### src/rtl/ula_mc_control_if.sv
// ULA-facing bundle of the multicycle control:
// operation select, operand muxes and the Z flag.
interface ula_mc_control_if;
  logic [3:0] alu_op;
  logic       alu_src_a;
  logic [1:0] alu_src_b;
  logic       ext_zero;
  logic       zero;

  modport master (
    output alu_op, alu_src_a, alu_src_b, ext_zero,
    input  zero
  );

  modport slave (
    input  alu_op, alu_src_a, alu_src_b, ext_zero,
    output zero
  );
endinterface

### src/rtl/ula_mc_control.sv
// Multicycle MIPS control FSM: decodes IR fields,
// drives the ULA select and all datapath enables.
module ula_mc_control #(
  parameter bit MEM_WAIT_EN = 1'b1
) (
  input  logic       clk,
  input  logic       rst_n,
  input  logic [5:0] opcode,
  input  logic [5:0] funct,
  input  logic       mem_ready,
  ula_mc_control_if.master ula,
  output logic       iord,
  output logic       mem_read,
  output logic       mem_write,
  output logic       ir_write,
  output logic       reg_write,
  output logic       reg_dst,
  output logic       mem_to_reg,
  output logic       pc_write,
  output logic [1:0] pc_source,
  output logic       illegal,
  output logic [3:0] state
);

  typedef enum logic [3:0] {
    FETCH     = 4'd0,
    DECODE    = 4'd1,
    MEM_ADDR  = 4'd2,
    MEM_READ  = 4'd3,
    MEM_WB    = 4'd4,
    MEM_WRITE = 4'd5,
    R_EXEC    = 4'd6,
    R_WB      = 4'd7,
    BRANCH    = 4'd8,
    JUMP      = 4'd9,
    I_EXEC    = 4'd10,
    I_WB      = 4'd11
  } state_t;

  state_t     cur;
  state_t     nxt;
  state_t     dec_nxt;
  logic       dec_bad;
  logic       rdy;
  logic [3:0] r_alu;
  logic       r_ok;
  logic [3:0] i_alu;
  logic       i_ext;
  logic [3:0] op_hold;
  logic       ext_hold;
  logic       is_sw;
  logic       is_bne;

  assign rdy   = MEM_WAIT_EN ? mem_ready : 1'b1;
  assign state = cur;

  always_comb begin
    dec_nxt = FETCH;
    dec_bad = 1'b0;
    case (opcode)
      6'b000000: dec_nxt = R_EXEC;
      6'b100011,
      6'b101011: dec_nxt = MEM_ADDR;
      6'b000100,
      6'b000101: dec_nxt = BRANCH;
      6'b000010: dec_nxt = JUMP;
      6'b001000,
      6'b001001,
      6'b001100,
      6'b001101,
      6'b001110,
      6'b001010: dec_nxt = I_EXEC;
      default:   dec_bad = 1'b1;
    endcase
  end

  always_comb begin
    r_alu = 4'b0000;
    r_ok  = 1'b1;
    case (funct)
      6'b100000: r_alu = 4'b0010;
      6'b100001: r_alu = 4'b0100;
      6'b100010: r_alu = 4'b0110;
      6'b100011: r_alu = 4'b0101;
      6'b100100: r_alu = 4'b0000;
      6'b100101: r_alu = 4'b0001;
      6'b100110: r_alu = 4'b0011;
      6'b100111: r_alu = 4'b1100;
      6'b101010: r_alu = 4'b0111;
      default:   r_ok  = 1'b0;
    endcase
  end

  always_comb begin
    i_alu = 4'b0010;
    i_ext = 1'b0;
    case (opcode)
      6'b001001: i_alu = 4'b0100;
      6'b001100: begin i_alu = 4'b0000; i_ext = 1'b1; end
      6'b001101: begin i_alu = 4'b0001; i_ext = 1'b1; end
      6'b001110: begin i_alu = 4'b0011; i_ext = 1'b1; end
      6'b001010: i_alu = 4'b0111;
      default:   i_alu = 4'b0010;
    endcase
  end

  always_ff @(posedge clk or negedge rst_n) begin
    if (!rst_n) begin
      cur      <= FETCH;
      illegal  <= 1'b0;
      op_hold  <= 4'b0000;
      ext_hold <= 1'b0;
      is_sw    <= 1'b0;
      is_bne   <= 1'b0;
    end else begin
      cur     <= nxt;
      illegal <= (cur == DECODE && dec_bad) ||
                 (cur == R_EXEC && !r_ok);
      if (cur == DECODE) begin
        is_sw  <= (opcode == 6'b101011);
        is_bne <= (opcode == 6'b000101);
      end
      if (cur == R_EXEC) begin
        op_hold  <= r_ok ? r_alu : 4'b0000;
        ext_hold <= 1'b0;
      end
      if (cur == I_EXEC) begin
        op_hold  <= i_alu;
        ext_hold <= i_ext;
      end
    end
  end

  // Outputs forced low while reset is held
  always_comb begin
    nxt           = FETCH;
    ula.alu_op    = 4'b0000;
    ula.alu_src_a = 1'b0;
    ula.alu_src_b = 2'd0;
    ula.ext_zero  = 1'b0;
    iord          = 1'b0;
    mem_read      = 1'b0;
    mem_write     = 1'b0;
    ir_write      = 1'b0;
    reg_write     = 1'b0;
    reg_dst       = 1'b0;
    mem_to_reg    = 1'b0;
    pc_write      = 1'b0;
    pc_source     = 2'd0;
    if (rst_n) begin
      case (cur)
        FETCH: begin
          mem_read      = 1'b1;
          ula.alu_src_b = 2'd1;
          ula.alu_op    = 4'b0010;
          ir_write      = rdy;
          pc_write      = rdy;
          nxt           = rdy ? DECODE : FETCH;
        end
        DECODE: begin
          ula.alu_src_b = 2'd3;
          ula.alu_op    = 4'b0010;
          nxt           = dec_nxt;
        end
        MEM_ADDR: begin
          ula.alu_src_a = 1'b1;
          ula.alu_src_b = 2'd2;
          ula.alu_op    = 4'b0010;
          nxt           = is_sw ? MEM_WRITE : MEM_READ;
        end
        MEM_READ: begin
          mem_read = 1'b1;
          iord     = 1'b1;
          nxt      = rdy ? MEM_WB : MEM_READ;
        end
        MEM_WB: begin
          reg_write  = 1'b1;
          mem_to_reg = 1'b1;
        end
        MEM_WRITE: begin
          mem_write = 1'b1;
          iord      = 1'b1;
          nxt       = rdy ? FETCH : MEM_WRITE;
        end
        R_EXEC: begin
          ula.alu_src_a = 1'b1;
          ula.alu_op    = r_ok ? r_alu : 4'b0000;
          nxt           = r_ok ? R_WB : FETCH;
        end
        R_WB: begin
          reg_write  = 1'b1;
          reg_dst    = 1'b1;
          ula.alu_op = op_hold;
        end
        BRANCH: begin
          ula.alu_src_a = 1'b1;
          ula.alu_op    = 4'b0110;
          pc_source     = 2'd1;
          pc_write      = is_bne ? ~ula.zero : ula.zero;
        end
        JUMP: begin
          pc_write  = 1'b1;
          pc_source = 2'd2;
        end
        I_EXEC: begin
          ula.alu_src_a = 1'b1;
          ula.alu_src_b = 2'd2;
          ula.alu_op    = i_alu;
          ula.ext_zero  = i_ext;
          nxt           = I_WB;
        end
        I_WB: begin
          reg_write     = 1'b1;
          ula.alu_src_a = 1'b1;
          ula.alu_src_b = 2'd2;
          ula.alu_op    = op_hold;
          ula.ext_zero  = ext_hold;
        end
        default: nxt = FETCH;
      endcase
    end
  end

endmodule

### src/flat_wrapper.sv
// flat-port wrapper written by rule: the top's interface ports become plain ports
module ula_mc_control_flat 
#(
  parameter bit MEM_WAIT_EN = 1'b1
)
  (clk, rst_n, opcode, funct, mem_ready, iord, mem_read, mem_write, ir_write, reg_write, reg_dst, mem_to_reg, pc_write, pc_source, illegal, state, ula_alu_op, ula_alu_src_a, ula_alu_src_b, ula_ext_zero, ula_zero);
  ula_mc_control_if ula_i ();
  input  logic clk;
  input  logic rst_n;
  input  logic [5:0] opcode;
  input  logic [5:0] funct;
  input  logic mem_ready;
  output logic iord;
  output logic mem_read;
  output logic mem_write;
  output logic ir_write;
  output logic reg_write;
  output logic reg_dst;
  output logic mem_to_reg;
  output logic pc_write;
  output logic [1:0] pc_source;
  output logic illegal;
  output logic [3:0] state;
  output wire logic [$bits(ula_i.alu_op)-1:0] ula_alu_op;
  output wire logic [$bits(ula_i.alu_src_a)-1:0] ula_alu_src_a;
  output wire logic [$bits(ula_i.alu_src_b)-1:0] ula_alu_src_b;
  output wire logic [$bits(ula_i.ext_zero)-1:0] ula_ext_zero;
  input wire logic [$bits(ula_i.zero)-1:0] ula_zero;
  assign ula_alu_op = ula_i.alu_op;
  assign ula_alu_src_a = ula_i.alu_src_a;
  assign ula_alu_src_b = ula_i.alu_src_b;
  assign ula_ext_zero = ula_i.ext_zero;
  assign ula_i.zero = ula_zero;
  ula_mc_control #(.MEM_WAIT_EN(MEM_WAIT_EN)) u_core (.clk(clk), .rst_n(rst_n), .opcode(opcode), .funct(funct), .mem_ready(mem_ready), .ula(ula_i), .iord(iord), .mem_read(mem_read), .mem_write(mem_write), .ir_write(ir_write), .reg_write(reg_write), .reg_dst(reg_dst), .mem_to_reg(mem_to_reg), .pc_write(pc_write), .pc_source(pc_source), .illegal(illegal), .state(state));
endmodule
### config.mk
export PLATFORM = sky130hd
export DESIGN_NAME = ula_mc_control_flat
export DESIGN_NICKNAME = d
export VERILOG_FILES = /design/src/rtl/ula_mc_control_if.sv /design/src/rtl/ula_mc_control.sv /design/src/flat_wrapper.sv
export SDC_FILE = /design/constraint.sdc
export NUM_CORES = 1
export LEC_CHECK = 0
export CAP_MARGIN = 20
export CORE_ASPECT_RATIO = 1.4
export CORE_UTILIZATION = 29
export DETAILED_ROUTE_END_ITERATION = 8
export PLACE_DENSITY_LB_ADDON = 0.12
export RECOVER_POWER = 100
export SLEW_MARGIN = 20
export SYNTH_ARGS = -nofsm -noshare
export SYNTH_HDL_FRONTEND = slang
export SYNTH_SLANG_ARGS = --single-unit
### constraint.sdc
create_clock -name clk -period 2.3 [get_ports clk]
set_clock_uncertainty 0.2 [all_clocks]
set_input_delay 0.345 -clock clk [delete_from_list [all_inputs] [get_ports clk]]
set_output_delay 0.345 -clock clk [all_outputs]
set_load 0.01 [all_outputs]
# After elaboration in Yosys (flattened, before gate mapping)
# Index checks and enable logic that the tools add are counted.
# classes
bitwise,1
eq_ne,31
reduce_logical,20
mux,45
# op_table
cell,count
equality test 6 bit (second input constant),11
case mux 4 bit (5 select lines),2
equality test 6 x 4 -> 1 bit (second input constant),6
case mux 4 bit (8 select lines),1
case mux 4 bit (7 select lines),1
two-way mux 1 bit,25
two-way mux 4 bit,5
equality test 4 x 3 -> 1 bit (second input constant),4
equality test 4 bit (second input constant),4
case mux 3 bit (5 select lines),1
equality test 6 x 3 -> 1 bit (second input constant),2
two-way mux 3 bit,4
OR reduction 12 bit,1
OR reduction 3 bit,4
OR reduction 2 bit,5
OR reduction 9 bit,1
equality test 4 x 2 -> 1 bit (second input constant),2
equality test 6 x 2 -> 1 bit (second input constant),1
logical NOT 6 bit,1
case mux 2 bit (3 select lines),1
OR reduction 6 bit,1
OR reduction 5 bit,1
equality test 4 x 1 -> 1 bit (second input constant),1
logical NOT 4 bit,1
other kinds (9),11
# word_totals
ff_bits,12
in_bits,16
word_cells,103
out_inout_bits,23

# Logic depth before layout (Yosys ltp)
# Gate-level depths: netlist of the first run.
# depth
ltp_word,6
mapped_depth,6
mapped_depth_nobuf,4

# Worst setup path after synthesis of the first run
# OpenSTA, ideal clock, no wires.
# synth_path
kind,register to output
startpoint,"reg u_core.cur[0], in the netlist u_core.state[0]"
endpoint,out ula_alu_op[1]
stages_incl_launch_ff,6
path_buffers,1
t_arrival_ps,1511
path_slack_ps,244
t_required_ps,1755
path_cell_list,dfrtp_1 -> buf_6 -> nand4bb_1 -> or2_4 -> a211o_1 -> a31oi_1
# synth_via
elab_chain_len,4
word_cells_on_any_way,12
cone_classes,eq/ne: 7; mux: 2; reduce/logical: 3
# synth_rtl
element,line,text
from (decl),ula_mc_control.sv:40,state_t cur;
from (signal assigned),ula_mc_control.sv:116,cur <= nxt;
"equality test 4 x 2 -> 1 bit, or another cell as far along",ula_mc_control.sv:151,case (cur)
OR reduction 3 bit (no line) or OR reduction 2 bit (tied branches),-,
case mux 4 bit (5 select lines) (*),ula_mc_control.sv:151,
two-way mux 4 bit (*),ula_mc_control.sv:150,if (rst_n) begin
to (decl),flat_wrapper.sv:24,output wire logic [$bits(ula_i.alu_op)-1:0] ula_alu_op;
# Every way passes the cells marked *; elsewhere a longest branch is shown, timed or not.

# Final worst setup path of the first run
# layout_path
startpoint,"reg u_core.cur[2], in the netlist u_core.state[2]"
endpoint,out ula_alu_op[2]
# Same word-level chain as after synthesis.

==> flow_metrics.env, run 1 <==
export IMPL_grt_max_degree=15
export IMPL_ant_nets=0
export IMPL_crit_required_ps=1750
export IMPL_drcViolationCount=0
export IMPL_hpwl_um=3090
export IMPL_grt_usage_pct=17.8
export IMPL_min_to="u_core.ext_hold$_DFFE_PN0N_"
export IMPL_num_vias=1489
export IMPL_min_from="u_core.ext_hold$_DFFE_PN0N_"
export IMPL_antenna_found_initial=0
export IMPL_core_sq_mm=0.00395
export IMPL_ys_types=43
export IMPL_first_global_vias=1435
export IMPL_tns_ps=-212
export IMPL_die_area_sq_mm=0.00444
export IMPL_synth_edff_count=0
export IMPL_maxCapViolations=0
export IMPL_ir_drop_mv=0.156
export IMPL_instances_no_fill=285
export IMPL_timing_final_crit_period_ps=2360
export IMPL_syn_to_final_growth_pct=63.8
export IMPL_drive_above_1_share_pct=29.3
export IMPL_p_leak_nw=0.920
export IMPL_rsz0062_at_grt="true"
export IMPL_numClockSinks=12
export IMPL_syn_inst=165
export IMPL_total_power_mw=0.589
export IMPL_clk_latency_ps=230
export IMPL_drt_total_wl_um=3720
export IMPL_relSlewSlack_pct=68.6
export IMPL_cts_made_buffers=3
export IMPL_cts_tree="yes"
export IMPL_reg2reg_from="u_core.state[0]$_DFF_PN0_"
export IMPL_max_clock_path_buffers=2
export IMPL_hold_viol=0
export IMPL_rows=27
export IMPL_synth_seq_cells=12
export IMPL_overflow=0
export IMPL_syn_num_nets=181
export IMPL_whs_path_depth=2
export IMPL_slew_viol_final=0
export IMPL_min_path_type="reg -> reg"
export IMPL_max_freq_ghz=0.423
export IMPL_htreeDepth=1
export IMPL_reg2reg_depth=6
export IMPL_reg2reg_slack_ps=410
export IMPL_n_antenna_cell=0
export IMPL_syn_cell_area_sq_mm=0.00121
export IMPL_ys_warn_count=0
export IMPL_final_area_sq_mm=0.00198
export IMPL_r2r_end="u_core.state[0]$_DFF_PN0_"
export IMPL_cp_arrival_ps=1820
export IMPL_place_gp_congestion=0.898
export IMPL_die_x_um=56.6
export IMPL_setup_viol=4
export IMPL_timing_final_crit_share_pct=103
export IMPL_finish_net_count=260
export IMPL_initial_core_util_pct=30.6
export IMPL_async_flop_share_pct=100
export IMPL_via_per_inst=5.22
export IMPL_violations="negative setup slack"
export IMPL_place_port_buffers=38
export IMPL_critPathKind="reg -> out"
export IMPL_synth_avg_cell_area_sq_um=7.33
export IMPL_synth_ff_type="dfrtp_1"
export IMPL_critPathMaxFanout=4
export IMPL_die_h_um=78.4
export IMPL_status="complete, but fails checks"
export IMPL_drt_iter0_markers=32
export IMPL_powerDensity_mw_per_mm2=297
export IMPL_io_pins=39
export IMPL_synth_seq_area_share_pct=24.8
export IMPL_crit_start="u_core.state[2]$_DFF_PN0_"
export IMPL_drt_pass1_iter_count=4
export IMPL_tightestPinTransition_ps=467
export IMPL_avgRoutedWirePerCell_um=13.1
export IMPL_crit_path_start_kind="flop"
export IMPL_post_place_cells=281
export IMPL_place_ws_ps=-493
export IMPL_endpoint_kind="primary output"
export IMPL_hold_buffers=0
export IMPL_clk_pin_slew_ps=50
export IMPL_cts_root_buf="clkbuf_8"
export IMPL_grt_pass1_wl_um=6280
export IMPL_place_area_sq_mm=0.00191
export IMPL_worst_slack_ps=-61.7
[synthesized netlist by cell type, types with 3 or more instances]
master	n	share of area (%)
a211o_1	3	2.2
a21boi_0	3	1.9
a21o_1	3	1.9
a21oi_1	16	6.6
a31oi_1	5	2.6
buf_2	6	2.5
buf_6	3	2.8
dfrtp_1	12	25
inv_1	6	1.9
nand2_1	20	6.2
nand2b_1	8	4.1
nand3_1	5	2.1
nand4_1	3	1.6
nor2_1	15	4.7
nor2b_1	6	3.1
nor3_1	7	2.9
nor3b_1	4	2.5
o21ai_0	7	2.9
o32a_1	3	2.5
[power by group]
group / switching [mW] / internal (mW) / total, mW
clock: 0.0722 / 0.115 / 0.187
combinational: 0.0851 / 0.0937 / 0.179
sequential: 0.00511 / 0.218 / 0.223
[critical path: stages, from the launching register on]
cell and delay (ps):
dfrtp_2 440, buf_6 130, and4bb_2 310, nand3_2 100, o32a_1 340, a21oi_2 130
buf_2 140
[logic make-up after synthesis]
logic type | Yosys count | synth area share, %
multiplexers | 2 | 1.65
flip-flops | 12 | 24.8
AO/OA/AOI/OAI | 49 | 26.7
AND/OR/NAND/NOR | 82 | 36.5
XOR/XNOR | 4 | 2.90
buffers and inverters | 16 | 7.45
[layout by cell type, fill, tap and decap left out, drive strengths merged, types with 4 or more instances in the layout]
cell / count
a21oi: 16
a31oi: 5
buf: 46
clkbuf: 9
clkdlybuf4s50: 15
dfrtp: 12
dlygate4sd2: 9
dlymetal6s2s: 4
inv: 6
nand2: 20
nand2b: 8
nand3: 6
nor2: 15
nor2b: 6
nor3: 7
nor3b: 4
o21ai: 7
[state kept, by name (all words and copies together) (netlist names)]
name	flops
u_core.is_sw	1
u_core.ext_hold	1
u_core.state	4
u_core.op_hold	4
u_core.illegal	1
u_core.is_bne	1
[metrics by stage]
| step | utilization (%) | hold WS [ps] |
|---|---|---|
| after CTS | 49.4 | 279 |
| after global placement | 48.4 | 266 |
| after global routing | 50.1 | 303 |
| after floorplan | - | -151 |
| after detailed placement | 48.4 | 265 |
| final | 50.1 | 277 |
[area by class of cell]
type                    instances  area (sq um)
fillers                       415          1970
multi-input cells             137           867
repair buffers                 84           693
flip-flops and latches         12           304
well taps                      43          53.8
clock buffers                   3          41.3
inverters                       6          22.5
[layer usage]
| layer | global-route usage [%] | up-vias | routed length [um] |
|---|---|---|---|
| met5 | 0 | - | 0 |
| met2 | 31.3 | 54 | 1900 |
| li1 | - | 751 | - |
| met4 | 10.2 | 0 | 140 |
| met1 | 21.3 | 673 | 1520 |
| met3 | 0.494 | 11 | 167 |
[worst max-delay path by stage]
stage	end	slack, ps	depth (start not counted)
3_5_place_dp	ula_alu_op[0]	-490	6
5_1_grt	ula_alu_op[2]	-140	6
6_report	ula_alu_op[2]	-60	6
2_1_floorplan	ula_alu_op[1]	240	5
3_3_place_gp	ula_alu_op[0]	-440	6
4_1_cts	ula_alu_op[1]	-100	5
[timing repair]
action / CTS / global route
endpoints found under the setup margin: 17 / 11
pin swaps: 5 / 2
buffers inserted: 1 / 0
gates resized for setup: 35 / 19
(Power assumes the default switching activity.)
==> run 2: changes to the inputs <==
--- a/config.mk
+++ b/config.mk
@@ -9,6 +9,7 @@
 export CORE_ASPECT_RATIO = 1.4
 export CORE_UTILIZATION = 29
 export DETAILED_ROUTE_END_ITERATION = 8
+export HOLD_SLACK_MARGIN = 0.03
 export PLACE_DENSITY_LB_ADDON = 0.12
 export RECOVER_POWER = 100
 export SLEW_MARGIN = 20
==> results of run 2 <==
Same layout as run 1: the final DEF is identical, and so are final timing and power.
